**config.mk**
```make
export PLATFORM = sky130hd
export DESIGN_NAME = alu_exec_sequencer
export DESIGN_NICKNAME = d
export VERILOG_FILES = /design/src/rtl/alu_exec_sequencer_pkg.sv /design/src/rtl/alu_exec_sequencer.sv
export SDC_FILE = /design/constraint.sdc
export NUM_CORES = 1
export LEC_CHECK = 0
export BUFFER_PORTS_ARGS = -buffer_cell sky130_fd_sc_hd__buf_2
export CAP_MARGIN = 0
export CORE_MARGIN = 2
export CORE_UTILIZATION = 30
export CTS_CLUSTER_DIAMETER = 50
export DETAILED_ROUTE_END_ITERATION = 6
export GPL_TIMING_DRIVEN = 0
export SETUP_SLACK_MARGIN = 0.05
export SYNTH_ARGS = -nofsm -noshare
export SYNTH_HDL_FRONTEND = slang
export SYNTH_SLANG_ARGS = --single-unit
```
**constraint.sdc**
```tcl
create_clock -name clk -period 5.19 [get_ports clk]
set_input_delay 0.2595 -clock clk [delete_from_list [all_inputs] [get_ports clk]]
set_output_delay 0.2595 -clock clk [all_outputs]
set_load 0.01 [all_outputs]
```
**src/rtl/alu_exec_sequencer_pkg.sv**
```systemverilog
// Shared definitions for the execute sequencer: word/RAM/opcode sizes,
// ALU operation codes and the sequencer FSM state encodings.
package alu_exec_sequencer_pkg;

  localparam int MEMORY_WORD_SIZE = 8;
  localparam int RAM_SIZE         = 256;
  localparam int OPERATOR_SIZE    = 2;
  localparam int ADDR_WIDTH       = $clog2(RAM_SIZE);

  localparam logic [OPERATOR_SIZE-1:0] ALU_OP_AND = 2'd0;
  localparam logic [OPERATOR_SIZE-1:0] ALU_OP_OR  = 2'd1;
  localparam logic [OPERATOR_SIZE-1:0] ALU_OP_XOR = 2'd2;

  typedef enum logic [2:0] {
    SEQ_ST_IDLE   = 3'd0,
    SEQ_ST_RD_A   = 3'd1,
    SEQ_ST_RD_B   = 3'd2,
    SEQ_ST_WAIT_B = 3'd3,
    SEQ_ST_EXEC   = 3'd4,
    SEQ_ST_WRITE  = 3'd5,
    SEQ_ST_DONE   = 3'd6
  } seq_state_e;

  function automatic logic is_legal_op(input logic [OPERATOR_SIZE-1:0] op);
    return (op == ALU_OP_AND) || (op == ALU_OP_OR) || (op == ALU_OP_XOR);
  endfunction

endpackage

```
**src/rtl/alu_exec_sequencer.sv**
```systemverilog
// Multi-cycle execute sequencer: reads two operands from RAM, feeds the
// external combinational ALU, captures the result and writes it back.
module alu_exec_sequencer
  import alu_exec_sequencer_pkg::*;
(
  input  logic                        clk,
  input  logic                        reset,
  input  logic                        start,
  input  logic [OPERATOR_SIZE-1:0]    op_in,
  input  logic [ADDR_WIDTH-1:0]       addr_a,
  input  logic [ADDR_WIDTH-1:0]       addr_b,
  input  logic [ADDR_WIDTH-1:0]       addr_dst,
  output logic                        busy,
  output logic                        done,
  output logic                        illegal_op,
  output logic [ADDR_WIDTH-1:0]       mem_addr,
  output logic                        mem_rd,
  input  logic [MEMORY_WORD_SIZE-1:0] mem_rdata,
  output logic                        mem_wr,
  output logic [MEMORY_WORD_SIZE-1:0] mem_wdata,
  output logic [MEMORY_WORD_SIZE-1:0] alu_operand_a,
  output logic [MEMORY_WORD_SIZE-1:0] alu_operand_b,
  output logic [OPERATOR_SIZE-1:0]    alu_operation,
  input  logic [MEMORY_WORD_SIZE-1:0] alu_result,
  output logic [MEMORY_WORD_SIZE-1:0] last_result
);

  seq_state_e                  state_q;
  logic [ADDR_WIDTH-1:0]       addr_b_q, addr_dst_q;
  logic                        busy_q, done_q, illegal_op_q, mem_rd_q, mem_wr_q;
  logic [ADDR_WIDTH-1:0]       mem_addr_q;
  logic [MEMORY_WORD_SIZE-1:0] mem_wdata_q, operand_a_q, operand_b_q, last_result_q;
  logic [OPERATOR_SIZE-1:0]    operation_q;

  // Moore outputs are registered one step ahead: each branch loads the
  // strobe/address values belonging to the state being entered, so they
  // depend on state alone and the async reset clears them instantly.
  always_ff @(posedge clk or posedge reset) begin
    if (reset) begin
      state_q       <= SEQ_ST_IDLE;
      addr_b_q      <= '0;
      addr_dst_q    <= '0;
      busy_q        <= 1'b0;
      done_q        <= 1'b0;
      illegal_op_q  <= 1'b0;
      mem_rd_q      <= 1'b0;
      mem_wr_q      <= 1'b0;
      mem_addr_q    <= '0;
      mem_wdata_q   <= '0;
      operand_a_q   <= '0;
      operand_b_q   <= '0;
      operation_q   <= '0;
      last_result_q <= '0;
    end else begin
      // NOTE: defaults first, overridden below; with <= the last write wins,
      // so pulse outputs fall back to 0 in every state that doesn't set them.
      done_q       <= 1'b0;
      illegal_op_q <= 1'b0;
      mem_rd_q     <= 1'b0;
      mem_wr_q     <= 1'b0;
      mem_addr_q   <= '0;
      mem_wdata_q  <= '0;
      unique case (state_q)
        SEQ_ST_IDLE: begin
          if (start) begin
            operation_q <= op_in;
            addr_b_q    <= addr_b;
            addr_dst_q  <= addr_dst;
            busy_q      <= 1'b1;
            mem_rd_q    <= 1'b1;
            mem_addr_q  <= addr_a;
            state_q     <= SEQ_ST_RD_A;
          end
        end
        SEQ_ST_RD_A: begin
          mem_rd_q   <= 1'b1;
          mem_addr_q <= addr_b_q;
          state_q    <= SEQ_ST_RD_B;
        end
        SEQ_ST_RD_B: begin
          operand_a_q <= mem_rdata;
          state_q     <= SEQ_ST_WAIT_B;
        end
        SEQ_ST_WAIT_B: begin
          operand_b_q <= mem_rdata;
          state_q     <= SEQ_ST_EXEC;
        end
        SEQ_ST_EXEC: begin
          if (is_legal_op(operation_q)) begin
            last_result_q <= alu_result;
            mem_wr_q      <= 1'b1;
            mem_addr_q    <= addr_dst_q;
            mem_wdata_q   <= alu_result;
            state_q       <= SEQ_ST_WRITE;
          end else begin
            done_q       <= 1'b1;
            illegal_op_q <= 1'b1;
            state_q      <= SEQ_ST_DONE;
          end
        end
        SEQ_ST_WRITE: begin
          done_q  <= 1'b1;
          state_q <= SEQ_ST_DONE;
        end
        SEQ_ST_DONE: begin
          busy_q  <= 1'b0;
          state_q <= SEQ_ST_IDLE;
        end
        default: begin
          busy_q  <= 1'b0;
          state_q <= SEQ_ST_IDLE;
        end
      endcase
    end
  end

  assign busy          = busy_q;
  assign done          = done_q;
  assign illegal_op    = illegal_op_q;
  assign mem_rd        = mem_rd_q;
  assign mem_wr        = mem_wr_q;
  assign mem_addr      = mem_addr_q;
  assign mem_wdata     = mem_wdata_q;
  assign alu_operand_a = operand_a_q;
  assign alu_operand_b = operand_b_q;
  assign alu_operation = operation_q;
  assign last_result   = last_result_q;

endmodule

```
==> flow_summary.json <==
{
  "status": "finished, violations left",
  "violations": "negative hold slack",
  "hpwlAfterDp_mm": 3.65,
  "via_per_inst": 4.34,
  "cts-root-buf": "clkbuf_8",
  "ys_seq_area_frac": 0.633,
  "cts_buffers": 9,
  "cp.arrival_ns": 2.00,
  "wl_mm": 5.16,
  "ys_seq_elements": 66,
  "start_kind": "flop",
  "slew_violations": 0,
  "rows": 34,
  "avgSynthCellArea_um2": 16.0,
  "critPathCaptureType": "flop",
  "cts_max_path_buffers": 2,
  "yosysWarnings": 0,
  "fin_crit_ns": 1.79,
  "portBuffers": 91,
  "critPathKind": "flop to flop",
  "die_area_mm2": 0.00946,
  "drive_gt1_frac": 0.591,
  "diodes": 0,
  "r2r_start": "state_q[2]$_DFFE_PP0P_",
  "cts.sinks": 66,
  "synthDistinctLibCells": 24,
  "required_ns": 5.40,
  "clk_pin_slew_ns": 0.07,
  "grt_max_degree": 39,
  "clk-insertion-delay-late_ns": 0.33,
  "post_drt_wl_per_cell_um": 13.7,
  "antenna_found_initial": 0,
  "core_mm2": 0.00859,
  "drc": 0,
  "setup_viol": 0,
  "setup_tns_ns": 0,
  "fin_nets": 311,
  "die_h_um": 97.3,
  "cp-startpoint": "state_q[2]$_DFFE_PP0P_",
  "nFillCells": 838,
  "max_freq_ghz": 0.558,
  "vias": 1638,
  "syn_area_mm2": 0.00261,
  "die_x_um": 97.3,
  "final.period_utilization": 0.345,
  "power.density_mw_per_mm2": 589,
  "groute.usage.overall": 0.119,
  "cap_violations": 0,
  "first_pass_iters": 2,
  "holdCritPathClass": "input pin to async pin",
  "grt_pass1_wl_mm": 8.69,
  "final_common_cell": "buf_2",
  "tightestPinTransition_ns": 0.787,
  "place_congestion": 0.694,
  "post_cts_buffers": 0,
  "syn2layout_area_growth_pct": 30.2,
  "peakVddDrop_mv": 0.183,
  "start_util": 0.304,
  "grt_pass1_vias": 1701,
  "final_hold_viol_count": 2,
  "maxSlewHeadroom": 0.473,
  "postCtsHoldBufs": 0,
  "drt_iter0_markers": 47,
  "whs_ns": -0.00320,
  "syn_inst": 163,
  "cts_resized": 0,
  "grt_overflow": 0,
  "syn_nets": 208,
  "h-tree-depth": 3,
  "io_pins": 92,
  "cts_tree": "built",
  "final_cell_mix": "93 x buf_2, 66 x dfrtp_1, 21 x mux2_2",
  "rsz0062_at_grt": "no",
  "path_max_fanout": 10,
  "finalPower_mw": 2.00,
  "power.leakage_nw": 1.73,
  "fin_skew_ns": 0.0124,
  "antenna_left": 0
}
==> path summary, 6_finish.rpt <==
| check | to | slack (ns) | cells past startpoint |
|---|---|---|---|
| worst max-delay path | addr_dst_q[0]$_DFFE_PP0P_ | 3.40 | 4 |
| worst min-delay path | last_result[7]$_DFFE_PP0P_ | -0.003 | 2 |
| worst max register to register | addr_dst_q[0]$_DFFE_PP0P_ | 3.40 | 4 |
| worst min register to register | last_result[2]$_DFFE_PP0P_ | 0.49 | 1 |
| max in group asynchronous | addr_dst_q[0]$_DFFE_PP0P_ | 4.57 | 3 |
| min in group clk | mem_wdata[0]$_DFF_PP0_ | 0.14 | 2 |
==> report_power, final <==
| part | leakage, nW | internal (mW) | total [mW] | switching [mW] |
|---|---|---|---|---|
| Combinational | 0.826 | 0.435 | 0.771 | 0.336 |
| Clock | 0.0903 | 0.207 | 0.390 | 0.184 |
| Sequential | 0.813 | 0.737 | 0.841 | 0.104 |
==> state kept, by name (all words and copies together), names as in the netlist <==
| name | count |
|---|---|
| last_result | 8 |
| addr_b_q | 8 |
| mem_addr | 8 |
| alu_operand_b | 8 |
| busy | 1 |
| state_q | 3 |
| alu_operation | 2 |
| illegal_op | 1 |
| alu_operand_a | 8 |
| mem_wr | 1 |
| done | 1 |
| addr_dst_q | 8 |
| mem_rd | 1 |
| mem_wdata | 8 |
==> cell usage after synthesis (all sizes together) <==
library cell | instances | area (um^2)
a21oi | 1 | 5.00
a221o | 8 | 81.3
a2bb2oi | 1 | 8.76
and2 | 16 | 100
buf | 7 | 66.3
dfrtp | 66 | 1650
inv | 3 | 11.3
mux2 | 42 | 541
nand2 | 4 | 15.0
nand2b | 2 | 20.0
nand3b | 2 | 15.0
nand4 | 1 | 6.26
nor2 | 4 | 15.0
nor2b | 1 | 6.26
nor3b | 2 | 31.3
nor4b | 1 | 23.8
o22ai | 1 | 6.26
or2 | 1 | 6.26
==> cell type report <==
class	instances	area, um^2	area share
plain buffers	7	66.3	0.0195
clock buffers	12	165	0.0486
clock inverters	2	12.5	0.00368
inverters	3	11.3	0.00331
multi-input cells	87	881	0.259
flip-flops and latches	66	1650	0.486
well taps	108	135	0.0398
repair buffers	92	475	0.140
==> metrics by stage <==
stage	setup slack, ns	std cells	cell area (um^2)	hold slack [ns]	utilization
3_5_place_dp	3.35	363	3220	0.381	0.375
3_3_place_gp	2.45	362	3200	0.465	0.372
2_1_floorplan	3.28	163	2610	0.388	-
6_report	3.40	377	3400	-0.00320	0.395
4_1_cts	3.33	377	3400	0.00854	0.395
5_1_grt	3.26	377	3400	0.0504	0.395
==> routing by layer <==
| layer | up-vias | GRT usage | routed length (um) |
|---|---|---|---|
| met5 | - | 0 | 0 |
| met4 | 0 | 0.0577 | 117 |
| met3 | 12 | 0.0367 | 328 |
| met2 | 57 | 0.188 | 2410 |
| met1 | 789 | 0.148 | 2310 |
| li1 | 780 | - | - |
==> logic make-up (layout without fill, tap and decap cells) <==
family / Yosys count / after routing / synth area share
flip-flops: 66 / 66 / 0.633
multiplexers: 42 / 42 / 0.207
buffers and inverters: 10 / 116 / 0.0297
AO/OA/AOI/OAI: 11 / 11 / 0.0388
AND/OR/NAND/NOR: 34 / 34 / 0.0916
==> worst max-delay path, cell delays in order (launching register included) <==
cell	delay [ns]
dfrtp_1	0.38
buf_6	0.14
nor4b_4	0.57
buf_6	0.26
mux2_4	0.31
(Power assumes the default switching activity.)
